## src/rtl/fetch_ctrl.sv

```systemverilog
`default_nettype none
// ============================================================================
// Module   : fetch_ctrl
// Brief    : Instruction-fetch controller: fetch PC, ROM addressing, 2-entry
//            {pc, instr} buffer with valid/ready output and redirect/flush.
//            Optional perf counters enabled by `define FETCH_CTRL_PERF_EN.
// Revision : 1.0 - initial release
// ============================================================================
module fetch_ctrl #(
  parameter logic [31:0] RESET_PC  = 32'h0000_3000,
  parameter int          ADDR_BITS = 10
) (
  input  logic        clk,
  input  logic        reset_n,
  input  logic        fetch_en,
  output logic [31:0] im_addr,
  input  logic [31:0] im_instr,
  input  logic        redirect_valid,
  input  logic [31:0] redirect_pc,
  output logic        out_valid,
  input  logic        out_ready,
  output logic [31:0] out_pc,
  output logic [31:0] out_instr,
  output logic        fault
`ifdef FETCH_CTRL_PERF_EN
  ,
  output logic [31:0] perf_fetch,
  output logic [31:0] perf_stall,
  output logic [15:0] perf_flush
`endif
);

  if (RESET_PC[1:0] != 2'b00) begin : g_bad_reset_pc
    $error("fetch_ctrl: RESET_PC must be word-aligned");
  end
  if (ADDR_BITS < 1 || ADDR_BITS > 30) begin : g_bad_addr_bits
    $error("fetch_ctrl: ADDR_BITS out of range");
  end

  logic [31:0] fpc_q, fpc_d;
  logic [1:0]  count_q, count_d;
  logic [31:0] pc0_q, pc0_d, pc1_q, pc1_d;
  logic [31:0] ins0_q, ins0_d, ins1_q, ins1_d;
  logic        fault_q, fault_d;

  logic pop;
  logic push;
  logic redir;

  assign pop   = (count_q != 2'd0) & out_ready;
  assign redir = redirect_valid & ~fault_q;
  assign push  = fetch_en & ~fault_q & ~redirect_valid & ((count_q != 2'd2) | pop);

  always_comb begin
    fpc_d   = fpc_q;
    count_d = count_q;
    pc0_d   = pc0_q;
    pc1_d   = pc1_q;
    ins0_d  = ins0_q;
    ins1_d  = ins1_q;
    fault_d = fault_q;

    if (redir) begin
      // Flush; a misaligned target halts fetch without moving the PC.
      count_d = 2'd0;
      if (redirect_pc[1:0] == 2'b00) begin
        fpc_d = redirect_pc;
      end else begin
        fault_d = 1'b1;
      end
    end else begin
      if (push) begin
        fpc_d = fpc_q + 32'd4;
      end
      case ({push, pop})
        2'b10: begin
          if (count_q == 2'd0) begin
            pc0_d  = fpc_q;
            ins0_d = im_instr;
          end else begin
            pc1_d  = fpc_q;
            ins1_d = im_instr;
          end
          count_d = count_q + 2'd1;
        end
        2'b01: begin
          pc0_d   = pc1_q;
          ins0_d  = ins1_q;
          count_d = count_q - 2'd1;
        end
        2'b11: begin
          if (count_q == 2'd2) begin
            pc0_d  = pc1_q;
            ins0_d = ins1_q;
            pc1_d  = fpc_q;
            ins1_d = im_instr;
          end else begin
            pc0_d  = fpc_q;
            ins0_d = im_instr;
          end
        end
        default: begin
        end
      endcase
    end
  end

  always_ff @(posedge clk) begin
    if (!reset_n) begin
      fpc_q   <= RESET_PC;
      count_q <= 2'd0;
      pc0_q   <= 32'd0;
      pc1_q   <= 32'd0;
      ins0_q  <= 32'd0;
      ins1_q  <= 32'd0;
      fault_q <= 1'b0;
    end else begin
      fpc_q   <= fpc_d;
      count_q <= count_d;
      pc0_q   <= pc0_d;
      pc1_q   <= pc1_d;
      ins0_q  <= ins0_d;
      ins1_q  <= ins1_d;
      fault_q <= fault_d;
    end
  end

  assign im_addr   = fpc_q;
  assign out_valid = (count_q != 2'd0);
  assign out_pc    = out_valid ? pc0_q : 32'd0;
  assign out_instr = out_valid ? ins0_q : 32'd0;
  assign fault     = fault_q;

`ifdef FETCH_CTRL_PERF_EN
  logic [31:0] perf_fetch_q, perf_fetch_d;
  logic [31:0] perf_stall_q, perf_stall_d;
  logic [15:0] perf_flush_q, perf_flush_d;

  always_comb begin
    perf_fetch_d = perf_fetch_q + {31'd0, push & ~redir};
    perf_stall_d = perf_stall_q + {31'd0, out_valid & ~out_ready};
    perf_flush_d = perf_flush_q + {15'd0, redir};
  end

  always_ff @(posedge clk) begin
    if (!reset_n) begin
      perf_fetch_q <= 32'd0;
      perf_stall_q <= 32'd0;
      perf_flush_q <= 16'd0;
    end else begin
      perf_fetch_q <= perf_fetch_d;
      perf_stall_q <= perf_stall_d;
      perf_flush_q <= perf_flush_d;
    end
  end

  assign perf_fetch = perf_fetch_q;
  assign perf_stall = perf_stall_q;
  assign perf_flush = perf_flush_q;
`endif

endmodule
`default_nettype wire

```

## config.mk

```make
export PLATFORM = sky130hd
export DESIGN_NAME = fetch_ctrl
export DESIGN_NICKNAME = d
export VERILOG_FILES = /design/src/rtl/fetch_ctrl.sv
export SDC_FILE = /design/constraint.sdc
export NUM_CORES = 1
export LEC_CHECK = 0
export ABC_AREA = 1
export ABC_CLOCK_PERIOD_IN_PS = 1500
export BUFFER_PORTS_ARGS = -buffer_cell sky130_fd_sc_hd__buf_2
export CAP_MARGIN = 20
export CELL_PAD_IN_SITES_DETAIL_PLACEMENT = 1
export CELL_PAD_IN_SITES_GLOBAL_PLACEMENT = 1
export CORE_MARGIN = 4
export CORE_UTILIZATION = 35
export CTS_BUF_LIST = sky130_fd_sc_hd__clkbuf_4
export DETAILED_ROUTE_END_ITERATION = 7
export PLACE_DENSITY_LB_ADDON = 0.1
export SYNTH_ARGS = -nofsm -noshare
export SYNTH_HDL_FRONTEND = slang
export SYNTH_SLANG_ARGS = --single-unit
```

## constraint.sdc

```tcl
create_clock -name clk -period 1.5 [get_ports clk]
set_input_delay 0.225 -clock clk [delete_from_list [all_inputs] [get_ports clk]]
set_output_delay 0.225 -clock clk [all_outputs]
set_load 0.05 [all_outputs]
```

==> reports/qor.csv, run 1 <==
stage,metric,value,unit
yosys,synth_seq_cells,163,
yosys,syn-num-nets,1319,
yosys,syn_area_per_cell,6.40,um^2
sta,timing.slew.headroom,74.3,%
route,vias_per_cell,5.25,
route,antenna_left,0,
outcome,outcome,"complete, but fails checks",
power,power.leakage,5.65,nW
placed_design,dp.cells,1720,
power,power,0.0103,W
sta,slew_viol_final,0,
final_layout,syn2layout_area_growth,72.1,%
worst_setup_path,crit_fanout,12,
clock_tree,cts_tree,yes,
clock_tree,cts_root_buf,clkbuf_4,
yosys,synth_area_leaders,"dfxtp_1 41%, nand2_1 15%, a21oi_1 13%, inv_1 7.9%, nor2_1 6.7%",
sta,rsz0062_at_grt,true,
sta,whs,-2.24,ps
route,routed-via-count,9950,
grt,grt_max_degree,65,
yosys,ys_seq_area_share,40.8,%
placed_design,portBuffers,166,
yosys,ys_warn_count,0,
sta,finalClockSkew,36.2,ps
sta,period_needed,1970,ps
worst_hold_path,hold_class,in2reg,
worst_setup_path,crit_start,count_q[0],
clock_tree,numCtsBuffers,17,
worst_setup_path,cp-end-kind,flop,
sta,hold_violations,1,
yosys,synth_area,7990,um^2
power,power_density,753,nW/um^2
floorplan,rows,55,
yosys,synthDistinctLibCells,28,
clock_tree,path_clk_slew,170,ps
sta,setup_ws,-465,ps
placed_design,gp_congestion,0.834,
yosys,yosys.cell_count.top_type,nand2_1,
clock_tree,clock_latency,610,ps
clock_tree,cts_buffer_depth,2,
sta,clock.fmax,509,MHz
final_layout,drive_gt1_share,37.0,%
grt,grt_pass1_vias,9876,
yosys,synth_top_area_cell,dfxtp_1,
job,cap_violations,0,
clock_tree,h-tree-depth,4,
route,drc,0,
grt,grt_antenna_before_repair,1,
yosys,synth_edf_count,0,
outcome,violations,"hold timing, setup timing",
worst_setup_path,cp.required,2020,ps
final_layout,utilization,60.9,%
worst_setup_path,crit_path_start_kind,flop,
grt,grt_remaining_overflow,0,
yosys,async_reset_ff_share,0,%
final_layout,fin_nets,1665,
route,drt_wl_total,40100,um
floorplan,fp.dieW,159,um
final_layout,fillers,2748,
grt,grt_pass1_wl,53800,um
floorplan,die_height,159,um
power,ir_drop,0.435,mV
yosys,ys.flop_type,dfxtp_1,
route,wire_per_inst,21.2,um
yosys,yosys-top-cells-count,"309 x nand2_1, 215 x a21oi_1, 168 x inv_1",
yosys,yosys.area.top_type_share,40.8,%
sta,final.period_utilization,131,%
yosys,synth_cells,1249,
worst_setup_path,critPathKind,reg2reg,
sta,max_slew.worst_pin.slew,385,ps
worst_setup_path,ff2ff_setup_slack,-470,ps
placed_design,dp_hpwl,18600,um
clock_tree,clock-sinks,163,
worst_setup_path,rr_startpoint,count_q[0],
worst_hold_path,worstHoldStart,redirect_pc[6],
sta,tns,-79880,ps
floorplan,design.core.area,22600,um^2
floorplan,dieArea,25300,um^2
grt,grt_usage,26.3,%
floorplan,top_level_ports,167,
route,drtPass1Iterations,4,
worst_setup_path,arrival,2480,ps
floorplan,start_util,35.4,%
route,drt_iter0_drc,619,
final_layout,final_cell_count_no_fill,1894,
sta,setup_viol,231,
-- worst max-delay path, cell delays in order, from the launching register on --
cell and delay [ps]:
dfxtp_2 390, buf_4 120, buf_6 100, buf_6 100
clkinvlp_4 90, buf_6 120, o211ai_4 250, buf_12 230
buf_16 160, o21ai_0 100, a21oi_1 170
-- routing by layer --
layer  global-route usage (%)  up-vias  routed length [um]
li1                         -     4660                   -
met1                     32.1     4860               15900
met2                     48.0      338               21100
met3                     3.86       92                1760
met4                     7.34        0                1300
met5                        0        -                   0
-- cells in the final DEF, fill, tap and decap left out, types with 19 or more instances in the layout --
master,Yosys,layout
nand2_1,309,279
a21oi_1,215,175
inv_1,168,162
dfxtp_1,163,130
nor2_1,143,90
buf_4,3,87
buf_2,30,86
buf_6,2,83
dlygate4sd3_1,0,54
a21oi_2,10,49
o21ai_1,15,43
o21ai_0,94,39
nor2_4,3,37
nand3_1,29,29
nand2_2,0,28
buf_12,0,27
dfxtp_4,0,23
o21ai_2,1,22
clkbuf_4,0,22
nor2_2,2,21
buf_16,0,20
buf_8,0,19
-- area by class of cell --
class | instances | area, um^2 | area share [%]
inverters | 173 | 673 | 4.90
diodes | 1 | 2.50 | 0.0182
multi-input cells | 837 | 4460 | 32.4
repair buffers | 403 | 4590 | 33.4
clock inverters | 14 | 176 | 1.28
flip-flops and latches | 163 | 3360 | 24.5
well taps | 285 | 357 | 2.59
clock buffers | 18 | 135 | 0.983
-- sequential cells by signal, summed over array words and instances (netlist names) --
signal	cells
count_q	2
fault	1
im_addr	32
ins0_q	32
ins1_q	32
pc0_q	32
pc1_q	32
-- through the flow --
| stage | area [um^2] | hold slack [ps] | worst slack [ps] |
|---|---|---|---|
| floorplan | 8050 | 359 | -253 |
| global placement | 9780 | 430 | -108 |
| detailed placement | 9780 | 435 | -190 |
| CTS | 12500 | 0.923 | -411 |
| global route | 13700 | -7.83 | -530 |
| finish | 13700 | -2.24 | -465 |
-- where the power goes --
part           switching [W]  leakage [nW]  internal [W]
logic                0.00150          4.14       0.00120
registers           0.000137          1.34       0.00450
clock network        0.00181         0.162       0.00120
-- repair_timing --
item,4_1_cts,5_1_grt
hold buffers,54,0
buffers inserted,35,15
cloned,27,19
endpoints found under the hold margin,86,0
gates resized for setup,289,268
setup endpoints to repair,251,254
pin swaps,25,48
-- worst paths after layout --
kind	to	cells after the start
hold reg to reg	ins1_q[5]	2
hold / removal	im_addr[6]	5
setup reg to reg	ins1_q[20]	10
setup / recovery	ins1_q[20]	10
-- cells by family after synthesis --
family | share of synthesized area (%)
adder cells (fa/ha/maj) | 0.157
AO/OA/AOI/OAI | 22.4
flip-flops | 40.8
AND/OR/NAND/NOR | 24.0
XOR/XNOR | 0.110
buffers and inverters | 12.5
Power figures use the tool's default switching activity.
==> inputs of run 2 (changes only) <==
ABC_CLOCK_PERIOD_IN_PS = 2100   (was 1500)
CORE_UTILIZATION = 39   (was 35)
PLACE_DENSITY_LB_ADDON = 0.3   (was 0.1)
clock period = 2.1 ns   (was 1.5 ns; I/O delays follow)
==> run 2 against run 1 <==
  * The flow now finishes without violations
  * Sequential share of layout area increased by 9.7 points
  * Combinational power decreased by 62%
  * Die area decreased by 9.8%
  * Critical path depth decreased by 5
  * Worst hold slack improved by 65 ps
  * Routed wire length decreased by 38%
  * Register-to-register slack improved by 670 ps
  * Power decreased by 41%
  * Core utilization decreased by 14 points
  * Global-route usage decreased by 4.5 points
  * Critical endpoint is now out_pc[22]
==> reports/qor.csv, run 2 (synthesized netlist as in run 1, its figures left out) <==
stage,metric,value,unit,change
sta,slew_viol_final,0,,unchanged
route,drtPass1Iterations,5,,+1
outcome,outcome,"complete, no violations",,
placed_design,dp_hpwl,16700,um,-9.9%
power,power_density,642,nW/um^2,-15%
floorplan,dieArea,22800,um^2,-9.8%
clock_tree,cts_tree,yes,,
route,top_layer,met4,,
sta,finalClockSkew,26.2,ps,-10.0 ps
grt,grt_pass1_vias,8141,,-18%
route,wire_per_inst,14.9,um,-30%
sta,final.period_utilization,95.4,%,
final_layout,drive_gt1_share,17.6,%,-19 points
final_layout,design_area,9560,um^2,-30%
clock_tree,clock-sinks,163,,unchanged
placed_design,portBuffers,166,,unchanged
sta,setup_ws,97.3,ps,+562 ps
worst_setup_path,critPathKind,reg2out,,
sta,period_needed,2000,ps,
placed_design,place_area,9090,um^2,-7.1%
sta,whs,62.9,ps,+65.1 ps
worst_setup_path,crit_path_start_kind,flop,,
floorplan,top_level_ports,167,,unchanged
route,drt_iter0_drc,294,,-53%
sta,clock.fmax,499,MHz,
grt,grt_usage,21.8,%,-4.5 points
route,wl_met1,11800,um,-26%
power,power.leakage,3.90,nW,-31%
floorplan,die_height,151,um,-5.0%
route,route.met2.wl,11700,um,-45%
route,antenna_left,0,,unchanged
grt,grt_max_degree,97,,+49%
clock_tree,cts_buffer_depth,2,,unchanged
floorplan,start_util,39.6,%,+4.2 points
worst_setup_path,cp.required,1780,ps,-240 ps
placed_design,gp_congestion,0.863,,+3.5%
route,drt_wl_total,24900,um,-38%
final_layout,syn2layout_area_growth,19.7,%,
grt,grt_remaining_overflow,0,,unchanged
clock_tree,clock_latency,530,ps,-80 ps
sta,timing.slew.headroom,57.7,%,-17 points
placed_design,dp_slack,207,ps,+397 ps
final_layout,layout_common_cells,"308 x nand2_1, 215 x a21oi_1, 168 x inv_1, 161 x dfxtp_1, 141 x nor2_1",,
route,vias_per_cell,4.97,,-5.4%
route,drc,0,,unchanged
power,ir_drop,0.352,mV,-19%
floorplan,fp.dieW,151,um,-5.0%
floorplan,design.core.area,20200,um^2,-11%
sta,max_slew.worst_pin.slew,632,ps,+247 ps
clock_tree,h-tree-depth,4,,unchanged
final_layout,fin_nets,1454,,-13%
final_layout,num_antenna_cells,0,,-1
route,routed-via-count,8277,,-17%
route,route.met3.wl,1020,um,-42%
worst_setup_path,arrival,1690,ps,-790 ps
worst_setup_path,crit_fanout,32,,+20
sta,setup_viol,0,,-100%
grt,grt_antenna_before_repair,0,,-1
job,cap_violations,0,,unchanged
clock_tree,path_clk_slew,130,ps,-40 ps
grt,grt_pass1_wl,40400,um,-25%
worst_hold_path,hold_class,in2reg,,
clock_tree,cts_root_buf,clkbuf_4,,
floorplan,rows,52,,-5.5%
sta,rsz0062_at_grt,true,,
final_layout,final_common_cell,nand2_1,,
sta,hold_violations,0,,-1
worst_setup_path,cp-end-kind,primary output,,
clock_tree,numCtsBuffers,17,,unchanged
-- run 2: changes by cell type in the layout (fill, tap and decap cells not counted), sizes merged, moves of 3 or more --
cell	before	now
buf	322	161
bufbuf	6	0
clkbuf	39	47
clkinv	3	6
dlygate4sd3	54	4
inv	178	173
-- run 2: path summary, 6_finish.rpt --
check / start / to / slack [ps] / cells past startpoint
setup reg to reg: count_q[0] / pc0_q[28] / 200 / 11
setup / recovery: count_q[0] / out_pc[22] / 100 / 5
hold reg to reg: pc1_q[13] / pc1_q[13] / 450 / 2
hold / removal: im_instr[23] / ins0_q[23] / 60 / 3
-- run 2: worst max-delay path, cell delays in order (launching register included) --
cell and delay [ps]:
dfxtp_4 400, nor2_4 40, buf_4 160, buf_16 170
nor2_1 100, buf_2 280
-- run 2: routing by layer --
layer	track usage, %	up-vias
met4	5.67	0
met1	28.8	3910
met5	0	-
met3	2.81	24
li1	-	4185
met2	37.4	158
-- run 2: cell type report --
type                       count  area (um^2)
fill                        2779        10600
multi-input combinational    836         3750
sequential                   163         3270
timing repair buffer         193         1290
inverter                     173          652
tap                          270          338
clock buffer                  19          143
clock inverter                12          116
-- run 2: per-stage QoR --
| stage | total power, W | setup TNS [ps] | utilization [%] | cells |
|---|---|---|---|---|
| 2_1_floorplan | 0.00406 | 0 | - | 1249 |
| 3_3_place_gp | 0.00436 | 0 | 45.1 | 1627 |
| 3_5_place_dp | 0.00438 | 0 | 45.1 | 1627 |
| 4_1_cts | 0.00622 | -3.21 | 46.9 | 1664 |
| 5_1_grt | 0.00650 | -60.8 | 47.4 | 1666 |
| 6_report | 0.00614 | 0 | 47.4 | 1666 |
-- run 2: what timing repair did --
action,CTS,global route
resized for setup,15,40
hold buffers,4,0
buffers inserted,1,2
endpoints found under the setup margin,64,55
cloned,1,0
endpoints found under the hold margin,4,0
pin swaps,1,0
-- run 2: where the power goes --
| part | leakage [nW] | internal, W | switching, W |
|---|---|---|---|
| clock network | 0.133 | 0.000708 | 0.00109 |
| registers | 1.32 | 0.00322 | 0.0000948 |
| logic | 2.44 | 0.000317 | 0.000707 |
==> inputs of run 3 (changes only) <==
CELL_PAD_IN_SITES_DETAIL_PLACEMENT = 0   (was 1)
==> run 3 against run 2 <==
  * Non-clock buffer count rose by 10
  * Clock power rose by 14%
  * Sequential power barely moved
  * Critical path type unchanged
  * Largest power group unchanged
==> reports/qor.csv, run 3 (synthesized netlist as in run 1, its figures left out) <==
stage,metric,value,unit,change
floorplan,start_util,39.6,%,unchanged
final_layout,final_common_cell,nand2_1,,
sta,period_needed,1980,ps,-23.7 ps
route,antenna_left,0,,unchanged
job,cap_violations,0,,unchanged
final_layout,syn2layout_area_growth,21.4,%,
route,drc,0,,unchanged
clock_tree,clock-sinks,163,,unchanged
final_layout,drive_gt1_share,17.4,%,-0.27 points
grt,grt_max_degree,97,,unchanged
sta,clock.fmax,505,MHz,+1.2%
grt,grt_remaining_overflow,0,,unchanged
floorplan,dieArea,22800,um^2,unchanged
floorplan,top_level_ports,167,,unchanged
worst_setup_path,cp-end-kind,primary output,,
sta,tns,0,ps,unchanged
floorplan,die_height,151,um,unchanged
clock_tree,numCtsBuffers,17,,unchanged
sta,whs,53.8,ps,-9.07 ps
grt,grt_usage,20.3,%,-1.5 points
sta,max_slew.worst_pin.slew,592,ps,-40.6 ps
floorplan,design.core.area,20200,um^2,unchanged
placed_design,portBuffers,166,,unchanged
clock_tree,h-tree-depth,4,,unchanged
grt,grt_pass1_vias,7332,,-9.9%
sta,rsz0062_at_grt,false,,
sta,slew_viol_final,0,,unchanged
route,wire_per_inst,13.7,um,-8.4%
route,drtPass1Iterations,5,,unchanged
final_layout,design_area,9700,um^2,+1.4%
route,vias_per_cell,4.73,,-4.8%
route,drt_iter0_drc,399,,+36%
placed_design,gp_congestion,0.863,,unchanged
clock_tree,path_clk_slew,130,ps,about the same
placed_design,place_area,9090,um^2,unchanged
sta,setup_viol,0,,unchanged
route,routed-via-count,7937,,-4.1%
outcome,outcome,"complete, no violations",,
worst_hold_path,hold_class,in2reg,,
final_layout,layout_common_cells,"308 x nand2_1, 215 x a21oi_1, 168 x inv_1, 161 x dfxtp_1, 143 x nor2_1",,
power,power.leakage,3.99,nW,+2.4%
final_layout,fin_nets,1464,,+0.69%
power,ir_drop,0.405,mV,+15%
sta,finalClockSkew,12.7,ps,-13.5 ps
placed_design,dp_hpwl,15000,um,-11%
worst_setup_path,cp.required,1780,ps,about the same
clock_tree,clock_latency,540,ps,about the same
sta,hold_violations,0,,unchanged
grt,grt_antenna_before_repair,1,,+1
sta,timing.slew.headroom,60.4,%,+2.7 points
worst_setup_path,arrival,1660,ps,-30 ps
final_layout,utilization,48.1,%,+0.67 points
clock_tree,cts_tree,yes,,
sta,final.period_utilization,94.2,%,-1.1 points
floorplan,fp.dieW,151,um,unchanged
clock_tree,cts_buffer_depth,2,,unchanged
grt,grt_pass1_wl,37300,um,-7.8%
worst_setup_path,ff2ff_setup_slack,170,ps,-30 ps
route,drt_wl_total,22900,um,-7.8%
clock_tree,cts_root_buf,clkbuf_4,,
floorplan,rows,52,,unchanged
power,power_density,659,nW/um^2,+2.7%
worst_setup_path,critPathKind,reg2out,,
worst_setup_path,crit_path_start_kind,flop,,
worst_setup_path,crit_fanout,5,,-84%
[run 3: cell types whose count changed in the layout (fill, tap and decap cells not counted), moves of 9 or more]
cell and change:
clkbuf_4 -27, buf_4 +19, dlygate4sd3_1 +11, buf_2 +9
[run 3: cell type report]
cell class / instances / area [um^2]
Antenna cell: 2 / 5.00
Clock buffer: 20 / 150
Clock inverter: 11 / 161
Fill cell: 2188 / 10500
Inverter: 173 / 652
Multi-Input combinational cell: 836 / 3750
Sequential cell: 163 / 3270
Tap cell: 270 / 338
Timing Repair Buffer: 203 / 1380
[run 3: repair_timing]
action | in CTS | in global routing
gates resized for setup | 33 | 6
endpoints found under the hold margin | 13 | 2
endpoints found under the setup margin | 64 | 89
cloned | 1 | 0
pin swaps | 1 | 0
hold buffers | 13 | 2
buffers inserted | 2 | 0
[run 3: metrics by stage]
step                      cells  setup WS [ps]  power [W]
after floorplan            1249            168    0.00406
after detailed placement   1627            256    0.00436
after global routing       1678           6.94    0.00676
final                      1678            121    0.00640
after global placement     1627            287    0.00436
after CTS                  1674           5.95    0.00648
[run 3: report_power, final]
part | internal (W) | total (W) | switching (W) | leakage (nW)
registers | 0.00322 | 0.00332 | 0.0000916 | 1.32
clock network | 0.000969 | 0.00206 | 0.00109 | 0.164
logic | 0.000331 | 0.00102 | 0.000689 | 2.50
[run 3: worst paths after layout]
kind,endpoint,start,cells past startpoint
hold reg to reg,pc1_q[30],pc1_q[30],2
setup / recovery,out_valid,count_q[0],5
setup reg to reg,pc0_q[28],count_q[0],10
hold / removal,ins0_q[0],im_instr[0],3
[run 3: routing by layer]
metal	up-vias	track usage, %	wire length [um]
li1	4219	-	-
met1	3481	29.1	11300
met2	208	31.0	10100
met3	29	3.26	1130
met4	0	6.71	398
met5	-	0	0
[run 3: critical path: stages, from the launching register on]
cell and delay, ps:
dfxtp_2 420, nor2_4 70, buf_12 130, buf_4 140, inv_2 90, buf_2 270
